--- src/rtl/uart_pkg.sv ---
// Shared UART constants: data width, TX buffer state encoding and default timing.
package uart_pkg;

    localparam int unsigned UART_DATA_W            = 8;
    localparam int unsigned TXB_GAP_CYCLES_DEF     = 4;
    localparam int unsigned TXB_TIMEOUT_CYCLES_DEF = 4096;

    typedef enum logic [1:0] {
        TXB_IDLE   = 2'd0,
        TXB_LAUNCH = 2'd1,
        TXB_BUSY   = 2'd2,
        TXB_GAP    = 2'd3
    } txb_state_e;

endpackage

--- src/rtl/uart_tx_buffer_sync_fifo.sv ---
// Synchronous FIFO with occupancy count; DEPTH must be a power of two so pointers wrap naturally.
module sync_fifo #(
    parameter int unsigned DEPTH = 16,
    parameter int unsigned WIDTH = 8
) (
    input  logic                   clk,
    input  logic                   rst,
    input  logic                   push,
    input  logic [WIDTH-1:0]       wdata,
    input  logic                   pop,
    output logic [WIDTH-1:0]       rdata,
    output logic [$clog2(DEPTH):0] level,
    output logic                   full,
    output logic                   empty
);

    localparam int unsigned AW = $clog2(DEPTH);
    localparam int unsigned LW = AW + 1;

    logic [WIDTH-1:0] mem_q [DEPTH];
    logic [AW-1:0]    wr_ptr_q, wr_ptr_d;
    logic [AW-1:0]    rd_ptr_q, rd_ptr_d;
    logic [LW-1:0]    level_q, level_d;
    logic             push_ok, pop_ok;

    assign full    = (level_q == LW'(DEPTH));
    assign empty   = (level_q == '0);
    assign level   = level_q;
    assign rdata   = mem_q[rd_ptr_q];
    assign push_ok = push && !full;
    assign pop_ok  = pop && !empty;

    always_comb begin
        wr_ptr_d = wr_ptr_q;
        rd_ptr_d = rd_ptr_q;
        level_d  = level_q;
        if (push_ok) wr_ptr_d = wr_ptr_q + AW'(1);
        if (pop_ok)  rd_ptr_d = rd_ptr_q + AW'(1);
        case ({push_ok, pop_ok})
            2'b10:   level_d = level_q + LW'(1);
            2'b01:   level_d = level_q - LW'(1);
            default: level_d = level_q;
        endcase
    end

    always_ff @(posedge clk) begin
        if (rst) begin
            wr_ptr_q <= '0;
            rd_ptr_q <= '0;
            level_q  <= '0;
        end else begin
            wr_ptr_q <= wr_ptr_d;
            rd_ptr_q <= rd_ptr_d;
            level_q  <= level_d;
        end
    end

    // Storage needs no reset; only the pointers define what is valid.
    always_ff @(posedge clk) begin
        if (push_ok) mem_q[wr_ptr_q] <= wdata;
    end

endmodule

--- src/rtl/uart_tx_buffer.sv ---
// TX byte buffer: FIFO plus launch sequencer with inter-frame gap and BUSY watchdog.
module uart_tx_buffer
    import uart_pkg::*;
#(
    parameter int unsigned DEPTH          = 16,
    parameter int unsigned GAP_CYCLES     = TXB_GAP_CYCLES_DEF,
    parameter int unsigned TIMEOUT_CYCLES = TXB_TIMEOUT_CYCLES_DEF
) (
    input  logic                   clk,
    input  logic                   rst,
    input  logic [UART_DATA_W-1:0] in_data,
    input  logic                   in_valid,
    output logic                   in_ready,
    output logic                   uart_start,
    output logic [UART_DATA_W-1:0] uart_txin,
    input  logic                   uart_txdone,
    output logic [$clog2(DEPTH):0] level,
    output logic                   empty,
    output logic                   full,
    output logic                   busy,
    output logic                   timeout_err,
    output logic                   err_sticky
);

    localparam int unsigned WD_W = (TIMEOUT_CYCLES > 1) ? $clog2(TIMEOUT_CYCLES) : 1;
    localparam int unsigned GP_W = (GAP_CYCLES > 1) ? $clog2(GAP_CYCLES) : 1;
    localparam logic [WD_W-1:0] WD_LAST = WD_W'(TIMEOUT_CYCLES - 1);
    localparam logic [GP_W-1:0] GP_LAST = GP_W'(GAP_CYCLES - 1);

    txb_state_e             state_q, state_d;
    logic [WD_W-1:0]        wdog_q, wdog_d;
    logic [GP_W-1:0]        gap_q, gap_d;
    logic                   start_q, start_d;
    logic [UART_DATA_W-1:0] txin_q, txin_d;
    logic                   tout_q, tout_d;
    logic                   sticky_q, sticky_d;
    logic                   fifo_push, fifo_pop;
    logic [UART_DATA_W-1:0] fifo_rdata;
    logic                   leave_busy, end_wait;

    assign in_ready    = !full && !rst;
    assign fifo_push   = in_valid && in_ready;
    assign busy        = (state_q != TXB_IDLE);
    assign uart_start  = start_q;
    assign uart_txin   = txin_q;
    assign timeout_err = tout_q;
    assign err_sticky  = sticky_q;

    sync_fifo #(
        .DEPTH(DEPTH),
        .WIDTH(UART_DATA_W)
    ) u_fifo (
        .clk   (clk),
        .rst   (rst),
        .push  (fifo_push),
        .wdata (in_data),
        .pop   (fifo_pop),
        .rdata (fifo_rdata),
        .level (level),
        .full  (full),
        .empty (empty)
    );

    // End of a wait (gap done, or BUSY exit with no gap) pops the next byte directly,
    // so the next start follows txdone by GAP_CYCLES+2 cycles.
    always_comb begin
        state_d    = state_q;
        wdog_d     = wdog_q;
        gap_d      = gap_q;
        start_d    = 1'b0;
        txin_d     = txin_q;
        tout_d     = 1'b0;
        sticky_d   = sticky_q;
        fifo_pop   = 1'b0;
        leave_busy = 1'b0;
        end_wait   = 1'b0;
        case (state_q)
            TXB_IDLE: begin
                if (!empty) begin
                    fifo_pop = 1'b1;
                    txin_d   = fifo_rdata;
                    state_d  = TXB_LAUNCH;
                end
            end
            TXB_LAUNCH: begin
                start_d = 1'b1;
                wdog_d  = '0;
                state_d = TXB_BUSY;
            end
            TXB_BUSY: begin
                if (uart_txdone) begin
                    leave_busy = 1'b1;
                end else if (wdog_q == WD_LAST) begin
                    leave_busy = 1'b1;
                    tout_d     = 1'b1;
                    sticky_d   = 1'b1;
                end else begin
                    wdog_d = wdog_q + WD_W'(1);
                end
            end
            TXB_GAP: begin
                if (gap_q == GP_LAST) end_wait = 1'b1;
                else                  gap_d    = gap_q + GP_W'(1);
            end
            default: state_d = TXB_IDLE;
        endcase
        if (leave_busy) begin
            if (GAP_CYCLES == 0) begin
                end_wait = 1'b1;
            end else begin
                state_d = TXB_GAP;
                gap_d   = '0;
            end
        end
        if (end_wait) begin
            if (!empty) begin
                fifo_pop = 1'b1;
                txin_d   = fifo_rdata;
                state_d  = TXB_LAUNCH;
            end else begin
                state_d = TXB_IDLE;
            end
        end
    end

    always_ff @(posedge clk) begin
        if (rst) begin
            state_q  <= TXB_IDLE;
            wdog_q   <= '0;
            gap_q    <= '0;
            start_q  <= 1'b0;
            txin_q   <= '0;
            tout_q   <= 1'b0;
            sticky_q <= 1'b0;
        end else begin
            state_q  <= state_d;
            wdog_q   <= wdog_d;
            gap_q    <= gap_d;
            start_q  <= start_d;
            txin_q   <= txin_d;
            tout_q   <= tout_d;
            sticky_q <= sticky_d;
        end
    end

endmodule

--- config.mk ---
export PLATFORM = sky130hd
export DESIGN_NAME = uart_tx_buffer
export DESIGN_NICKNAME = d
export VERILOG_FILES = /design/src/rtl/uart_pkg.sv /design/src/rtl/uart_tx_buffer_sync_fifo.sv /design/src/rtl/uart_tx_buffer.sv
export SDC_FILE = /design/constraint.sdc
export NUM_CORES = 1
export LEC_CHECK = 0
export ABC_AREA = 1
export CORE_ASPECT_RATIO = 1.1
export CORE_UTILIZATION = 50
export CTS_BUF_LIST = sky130_fd_sc_hd__clkbuf_2
export DETAILED_ROUTE_END_ITERATION = 8
export MAX_ROUTING_LAYER = met4
export PLACE_DENSITY = 0.76
export SLEW_MARGIN = 10
export SYNTH_ARGS = -nofsm -noshare
export SYNTH_HDL_FRONTEND = slang
export SYNTH_HIERARCHICAL = 1
export SYNTH_SLANG_ARGS = --single-unit
--- constraint.sdc ---
create_clock -name clk -period 4.15 [get_ports clk]
set_input_delay 1.0375 -clock clk [delete_from_list [all_inputs] [get_ports clk]]
set_output_delay 1.0375 -clock clk [all_outputs]
set_load 0.03 [all_outputs]
==> summary.txt <==
Status
  – Status: finished clean

Yosys
  – Mapped Cells: 668
  – Yosys reg bits: 172
  – Synthesized cell area: 0.00752 mm2
  – Post-synth EDFFs: 128
  – Sequential element share of the synthesized area: 0.628
  – Yosys warning count: 6
  – Post-synth cell types: 42
  – Ys flop type: edfxtp_1
  – Mapped Nets: 690
  – Ys async rst share: 0
  – Avg Cell Area, Syn: 11.3 um2

CTS
  – Post-CTS Resized: 0
  – Clock transition at path regs: 0.23 ns
  – Hold Buf Count CTS: 0
  – Maximum root-to-sink buffer count: 2
  – Worst skew pair latency: 0.72 ns
  – CTS tree: built
  – Total CTS buffers: 17
  – Post-CTS Setup Inserts: 0
  – Clock sink total: 172
  – H-tree depth: 4
  – Clock root cell: clkbuf_2

Setup path
  – CP startpoint kind: flop
  – Crit-path cells: nor2_2 > nand3_2 > inv_1 > clkdlybuf4s50_1
  – WP data required: 3.11 ns
  – Type of the worst setup path: reg -> out
  – Worst path slowest cell: clkdlybuf4s50_1
  – CP Capture Type: output port
  – CP max FO: 5
  – CP arrival: 2.33 ns
  – CP peak stage delay: 0.71 ns

Die
  – DIE WIDTH: 119 um
  – CORE AREA: 0.0146 mm2
  – Initial Util: 0.517
  – # IOs: 32
  – Die height: 131 um
  – Die area: 0.0155 mm2
  – Cell Rows: 46

Pwr
  – Pint: 2650 uW
  – Clock power frac: 0.169
  – Seq pwr share: 0.495
  – Switch Pwr: 1660 uW
  – Tot Pwr: 4310 uW
  – Pwr dens: 524 mW/mm2
  – VDD IR-drop max: 280 uV
  – LEAKAGE: 0.00291 uW
  – Gate power share: 0.336
  – Sw Ratio: 0.386

Place
  – Post-DP HPWL: 9960 um
  – GPL Wtd Cong: 0.907
  – Place WS: 0.587 ns
  – Area after DPL: 0.00804 mm2
  – PortBufs: 31

Timing
  – Final setup fails: 0
  – Final hold vios: 0
  – Worst slew pin tran: 1.10 ns
  – Final worst path period share: 0.813
  – Worst setup margin: 0.778 ns
  – Setup tns final: 0 ns
  – Fmax: 0.297 GHz
  – Slew HR: 0.265
  – RSZ-0062 raised after global routing: false
  – Min Hold Slack: 0.485 ns
  – Tmin final: 3.37 ns
  – Final Max Tran Viols: 0
  – Clock Skews: 0.0369 ns

Finish
  – Nets: 727
  – Post-route cell area: 0.00823 mm2
  – Layout area overhead: 9.43%
  – Filler Cells Inserted: 1164
  – Fraction of final layout cells sized beyond drive strength 1: 0.111

Global route
  – All-Layer GR Usage: 0.207
  – Largest net degree at the start of global routing: 97
  – Initial antenna violation count: 1
  – First-pass GRT wire length: 23500 um
  – Vias in the first global route: 4594
  – GRT overflow: 0

Flow run
  – Max Cap Viol: 0

Drt
  – # DRC: 0
  – Vias: 4894
  – WL per Instance: 16.2 um
  – TritonRoute pass-1 iters: 5
  – ANT nets after route: 0
  – Vias/cell: 5.37
  – Final WL: 14800 um
  – DR iter-0 viols: 345

Hold path
  – Hold crit path type: reg -> reg
-- final timing paths --
path	depth (start not counted)	slack [ns]	end	start
hold reg to reg	2	0.48	gap_q[1]	gap_q[1]
hold / removal	2	0.48	gap_q[1]	gap_q[1]
setup / recovery	4	0.78	empty	u_fifo/level[0]
setup reg to reg	16	1.41	u_fifo/level[4]	u_fifo/level[1]
-- power groups by stage --
stage | sequential (uW) | clock, uW | combinational (uW)
after floorplan | 2120 | 0 | 1100
after global placement | 2170 | 0 | 1400
after detailed placement | 2180 | 0 | 1440
after CTS | 2140 | 751 | 1450
after global routing | 2160 | 819 | 1600
final | 2140 | 729 | 1450
-- state kept, by name, summed over array words and instances (netlist names), named ones only --
signal           cells
uart_start           1
u_fifo/wr_ptr_q      4
timeout_err          1
u_fifo/level         5
wdog_q              12
u_fifo/rd_ptr_q      4
gap_q                2
state_q              2
u_fifo/mem_q       128
err_sticky           1
-- worst max-delay path: cells and delay by family (launching register included) --
kind                   cells  cell delay, ns
buffers and inverters      2            0.87
flip-flops                 1            0.43
AND/OR/NAND/NOR            2            0.32
-- cell usage after synthesis, types with 5 or more instances --
library cell | number | share of area
nand3_1 | 32 | 0.021
nand2_1 | 59 | 0.029
nand2_4 | 6 | 0.0090
o211ai_1 | 32 | 0.032
nand3_2 | 5 | 0.0067
mux2i_1 | 32 | 0.043
clkbuf_1 | 13 | 0.0065
ha_1 | 10 | 0.017
o21ai_0 | 57 | 0.038
inv_1 | 82 | 0.041
buf_2 | 7 | 0.0047
nor2_1 | 48 | 0.024
nor3b_1 | 9 | 0.0090
dfxtp_1 | 44 | 0.12
a21oi_1 | 50 | 0.033
edfxtp_1 | 128 | 0.51
-- metrics by stage --
step,util,std cells
after floorplan,-,668
after global placement,0.552,878
after detailed placement,0.552,878
after CTS,0.565,910
after global routing,0.565,911
final,0.565,911
-- cell families after synthesis --
family | Yosys count | share of synthesized area
simple gates | 182 | 0.122
flops | 172 | 0.628
compound gates | 152 | 0.119
buf+inv | 114 | 0.0637
mux | 32 | 0.0426
fa+ha+maj | 10 | 0.0166
xor+xnor | 6 | 0.00798
-- area by class of cell --
type / count / area (um2) / share of cell area
clock buffer: 19 / 95.1 / 0.0116
inverter: 85 / 324 / 0.0394
multi-input combinational: 382 / 2320 / 0.282
tap: 192 / 240 / 0.0292
timing repair buffer: 47 / 430 / 0.0523
clock inverter: 13 / 92.6 / 0.0112
antenna: 1 / 2.50 / 0.000304
sequential: 172 / 4730 / 0.574
-- cell usage in the layout (no fill, tap or decap), drive strengths merged --
cell type and count:
buf 16, nand3b 1, clkbuf 19, nand2b 1, a21oi 54, nor3 3
xor2 5, a211oi 3, o211ai 32, nand4 4, clkinvlp 2, nand3 37
inv 88, xnor2 1, dfxtp 44, nor3b 9, nor4 2, clkinv 8
mux2i 32, diode 1, nor2 55, clkdlybuf4s50 31, edfxtp 128, o21ai 61
o31ai 2, or2 1, nand2 69, ha 10
-- metal layers --
metal | vias up | part of all wire | GRT usage
li1 | 2414 | - | -
met1 | 2339 | 0.43 | 0.243
met2 | 121 | 0.51 | 0.357
met3 | 20 | 0.044 | 0.0451
met4 | 0 | 0.018 | 0.0700
met5 | - | 0 | -
No activity file was read; power rests on OpenSTA's default activity.
